===== config.mk =====
export PLATFORM = sky130hd
export DESIGN_NAME = multiword_add_sequencer
export DESIGN_NICKNAME = d
export VERILOG_FILES = /design/src/rtl/multiword_add_sequencer.sv
export SDC_FILE = /design/constraint.sdc
export NUM_CORES = 1
export LEC_CHECK = 0
export ABC_AREA = 0
export CAP_MARGIN = 20
export CORE_MARGIN = 2
export CORE_UTILIZATION = 44
export CTS_BUF_LIST = sky130_fd_sc_hd__clkbuf_16
export CTS_CLUSTER_DIAMETER = 30
export DETAILED_ROUTE_END_ITERATION = 8
export PLACE_DENSITY_LB_ADDON = 0.08
export SYNTH_ARGS = -nofsm -noshare
export SYNTH_HDL_FRONTEND = slang
export SYNTH_SLANG_ARGS = --single-unit

===== constraint.sdc =====
create_clock -name clk -period 12 [get_ports clk]
set_input_delay 1.2 -clock clk [delete_from_list [all_inputs] [get_ports clk]]
set_output_delay 1.2 -clock clk [all_outputs]
set_load 0.05 [all_outputs]

===== src/rtl/multiword_add_sequencer.sv =====
// Multi-precision add/subtract: one N-bit ripple-carry adder is reused over
// WORDS operand words, least-significant word first, one word per clock.

module ripple_carry_adder #(
    parameter int N = 16
) (
    input  logic [N-1:0] a,
    input  logic [N-1:0] b,
    input  logic         cin,
    output logic [N-1:0] sum,
    output logic         cout
);
    logic [N:0] c;

    assign c[0] = cin;
    for (genvar i = 0; i < N; i++) begin : g_bit
        assign sum[i]   = a[i] ^ b[i] ^ c[i];
        assign c[i+1]   = (a[i] & b[i]) | (c[i] & (a[i] ^ b[i]));
    end
    assign cout = c[N];
endmodule

module multiword_add_sequencer #(
    parameter int N     = 16,
    parameter int WORDS = 4
) (
    input  logic                 clk,
    input  logic                 rst,
    input  logic                 start,
    input  logic                 sub,
    input  logic [N*WORDS-1:0]   a,
    input  logic [N*WORDS-1:0]   b,
    output logic                 busy,
    output logic                 done,
    output logic [N*WORDS-1:0]   sum,
    output logic                 cout,
    output logic                 overflow
);
    localparam int W  = N * WORDS;
    localparam int IW = (WORDS > 1) ? $clog2(WORDS) : 1;

    typedef enum logic [1:0] {IDLE, RUN, DONE} state_t;

    state_t         state, next_state;
    logic [IW-1:0]  idx;
    logic           carry;
    logic [W-1:0]   a_reg, b_reg;
    logic           sub_reg;

    logic [N-1:0]   a_word, b_sel, b_word, add_sum;
    logic           add_cout;
    logic           last, accept;

    assign busy   = (state != IDLE);
    assign done   = (state == DONE);
    assign last   = (idx == IW'(WORDS - 1));
    // The done cycle may also accept the next request, so operations chain
    // with a period of WORDS+1 cycles while start is held.
    assign accept = start && ((state == IDLE) || (state == DONE));

    always_comb begin
        // NOTE: every combinational output gets a default first, so no path
        // through the block leaves a value unassigned and no latch is inferred.
        a_word = '0;
        b_sel  = '0;
        for (int w = 0; w < WORDS; w++) begin
            if (idx == IW'(w)) begin
                a_word = a_reg[w*N +: N];
                b_sel  = b_reg[w*N +: N];
            end
        end
    end

    assign b_word = b_sel ^ {N{sub_reg}};

    ripple_carry_adder #(.N(N)) u_adder (
        .a    (a_word),
        .b    (b_word),
        .cin  (carry),
        .sum  (add_sum),
        .cout (add_cout)
    );

    always_comb begin
        next_state = state;
        case (state)
            IDLE:    if (start) next_state = RUN;
            RUN:     if (last)  next_state = DONE;
            DONE:    next_state = start ? RUN : IDLE;
            default: next_state = IDLE;
        endcase
    end

    // NOTE: all state uses non-blocking assignments so every register samples
    // the values from before the edge, independent of statement order.
    always_ff @(posedge clk or posedge rst) begin
        if (rst) begin
            state <= IDLE;
        end else begin
            state <= next_state;
        end
    end

    always_ff @(posedge clk or posedge rst) begin
        if (rst) begin
            idx      <= '0;
            carry    <= 1'b0;
            a_reg    <= '0;
            b_reg    <= '0;
            sub_reg  <= 1'b0;
            sum      <= '0;
            cout     <= 1'b0;
            overflow <= 1'b0;
        end else if (accept) begin
            a_reg   <= a;
            b_reg   <= b;
            sub_reg <= sub;
            idx     <= '0;
            carry   <= sub;
        end else if (state == RUN) begin
            for (int w = 0; w < WORDS; w++) begin
                if (idx == IW'(w)) sum[w*N +: N] <= add_sum;
            end
            carry <= add_cout;
            idx   <= idx + 1'b1;
            if (last) begin
                cout     <= add_cout;
                // Carry into the MSB recovered from the MSB's own sum bit.
                overflow <= (a_word[N-1] ^ b_word[N-1] ^ add_sum[N-1]) ^ add_cout;
            end
        end
    end
endmodule


==> flow_metrics.env <==
export IMPL_status="finished, final reports clean"
export IMPL_cp_startpoint="idx[1]$_DFFE_PP0P_"
export IMPL_crit_family="adder cells"
export IMPL_crit_end="overflow$_DFFE_PP0P_"
export IMPL_routed_wl_mm=23.3
export IMPL_met1_usage=0.307
export IMPL_reg2reg_slack_ps=2070
export IMPL_ys_warn_count=0
export IMPL_ant_nets=0
export IMPL_setup_tns_ps=0
export IMPL_synth_top_area_frac=0.545
export IMPL_clock_sinks=200
export IMPL_clk_path_buf_depth=2
export IMPL_synth_edf_count=0
export IMPL_syn_inst=771
export IMPL_synth_nets=924
export IMPL_async_reset_ff_frac=1.00
export IMPL_holdCritPathClass="register to register"
export IMPL_area_growth_pct=29.2
export IMPL_use_met2=0.344
export IMPL_crit_type="register to register"
export IMPL_die_area_um2=22000
export IMPL_grt_total_usage=0.217
export IMPL_worst_ep_required_time_ps=12300
export IMPL_port_buffers=199
export IMPL_synth_area_um2=9180
export IMPL_worst_slew_pin_slew_ps=1050
export IMPL_cts_resized=0
export IMPL_r2r_start="idx[1]$_DFFE_PP0P_"
export IMPL_grt_pass1_vias=6563
export IMPL_htree_levels=4
export IMPL_max_stage_delay_ps=860
export IMPL_fmax_mhz=101
export IMPL_coreArea_um2=20400
export IMPL_wl_per_cell_um=19.0
export IMPL_r2r_end="overflow$_DFFE_PP0P_"
export IMPL_worstPathArrival_ps=10230
export IMPL_layout_common_cells="200 x dfrtp_1, 199 x clkdlybuf4s50_1, 101 x nand2_1"
export IMPL_clock_latency_ps=430
export IMPL_overflow=0
export IMPL_yosysSeqAreaShare=0.545
export IMPL_syn_avg_cell_area_um2=11.9
export IMPL_drc=0
export IMPL_grt_busiest_layer="met2"
export IMPL_clk_pin_slew_ps=80
export IMPL_ys_top_cells_by_area="dfrtp_1 55%, mux2_2 12%, o21ai_0 5.4%"
export IMPL_synth_seq_cells=200
export IMPL_holdPathStages=2
export IMPL_nets=1094
export IMPL_n_antenna_cell=0
export IMPL_rr_worst_depth=27
export IMPL_die_w_um=148
export IMPL_yosysTopAreaCell="dfrtp_1"
export IMPL_finClkSkew_ps=9.81
export IMPL_min_period_over_period=0.827
export IMPL_grt_max_degree=115
export IMPL_grt_pass1_wl_mm=36.7
export IMPL_dr_pass1_iters=6
export IMPL_post_route_min_period_ps=9930
export IMPL_maxSlewViolCount=0
export IMPL_crit_path_top_delay_cell="ha_2"
export IMPL_row_count=52
export IMPL_relSlewSlack=0.297
export IMPL_cts_tree="built"
export IMPL_final_setup_viol_count=0
export IMPL_root_buffer="clkbuf_16"
export IMPL_cp_num_buf_inv=4
export IMPL_layout_drive_gt1_share=0.168
export IMPL_rsz0062_at_grt="no"
export IMPL_use_met3=0.0377
export IMPL_crit_top_cell="fa_1"
export IMPL_vias=6453
export IMPL_ys_types=29
export IMPL_path_max_fanout=60
export IMPL_final_common_cell="dfrtp_1"
export IMPL_hpwl_mm=17.1
export IMPL_antenna_found_initial=0
export IMPL_pin_count=200
export IMPL_postCtsSetupBuffers=0
export IMPL_viasPerCell=5.27
export IMPL_start_util=0.451
export IMPL_first_iter_violations=345
export IMPL_crit_path_end_kind="register"
export IMPL_die_h_um=148
export IMPL_numCtsBuffers=17
export IMPL_worst_setup_path_start_kind="register"
export IMPL_place_congestion=0.803
export IMPL_timing_final_hold_violations=0
export IMPL_worst_path_stages=27
export IMPL_ctsHoldBuffers=0
export IMPL_cap_violations=0
export IMPL_synth_main_ff_cell="dfrtp_1"
[stage by stage]
stage                     cell area (um^2)  hold WS, ps   util  cells  setup WS (ps)
final                                11900          481  0.582   1224           2070
after global routing                 11900          515  0.582   1224           1600
after CTS                            11800          487  0.579   1220           2010
after detailed placement             11200          471  0.550   1188           2030
after global placement               11200          460  0.550   1188           2250
after floorplan                       9180          458      -    771           3110
[metal layers]
layer  vias to the layer above  share of wire
li1                       3012              -
met1                      3183           0.45
met2                       230           0.48
met3                        28          0.051
met4                         0          0.019
met5                         -              0
[kinds of logic (layout without fill, tap and decap cells)]
family,after synthesis,after routing,share of synthesized area
muxes,106,106,0.130
and+or+nand+nor,142,142,0.0753
DFF,200,200,0.545
buffers and inverters,99,282,0.0579
adders and majority gates,21,21,0.0417
xor gates and xnor gates,19,19,0.0181
AOI/OAI and AO/OA,184,184,0.131
[worst min path at each step]
stage                          start                     to
6_report         sum[58]$_DFFE_PP0P_    sum[58]$_DFFE_PP0P_
5_1_grt          sum[16]$_DFFE_PP0P_    sum[16]$_DFFE_PP0P_
4_1_cts          sum[58]$_DFFE_PP0P_    sum[58]$_DFFE_PP0P_
3_5_place_dp     sum[58]$_DFFE_PP0P_    sum[58]$_DFFE_PP0P_
3_3_place_gp     sum[10]$_DFFE_PP0P_    sum[10]$_DFFE_PP0P_
2_1_floorplan  a_reg[31]$_DFFE_PP0P_  a_reg[31]$_DFFE_PP0P_
[Yosys cell counts, types with 2 or more instances]
master and n:
mux2_1 11, o31ai_1 3, o21ai_0 99, buf_2 19, ha_1 5, buf_4 10
xor2_1 3, clkbuf_1 15, buf_6 13, fa_1 16, a211oi_1 16, mux2_2 95
a22o_1 2, nand3b_1 20, nor2b_1 2, a221o_1 6, a22oi_1 15, xnor2_1 16
dfrtp_1 200, inv_1 41, a21oi_1 26, nand2_1 101, nor3b_1 16, a221oi_2 16
[cell type report]
class | instances | area (um^2)
fill | 1662 | 8510
multi-input combinational | 472 | 3660
timing repair buffer | 209 | 2110
tap | 270 | 338
sequential | 200 | 5000
clock buffer | 17 | 425
clock inverter | 15 | 164
inverter | 41 | 161
[worst reg2reg max path, delay by kind of cell (launching register included)]
family	cells	cell delay [ps]
DFF	1	430
xor gates and xnor gates	3	480
buffers and inverters	4	360
adders and majority gates	17	7880
AOI/OAI and AO/OA	3	660
Power is not shown: default switching activity piles up to over one toggle a cycle in this logic, so the estimate is an artifact.
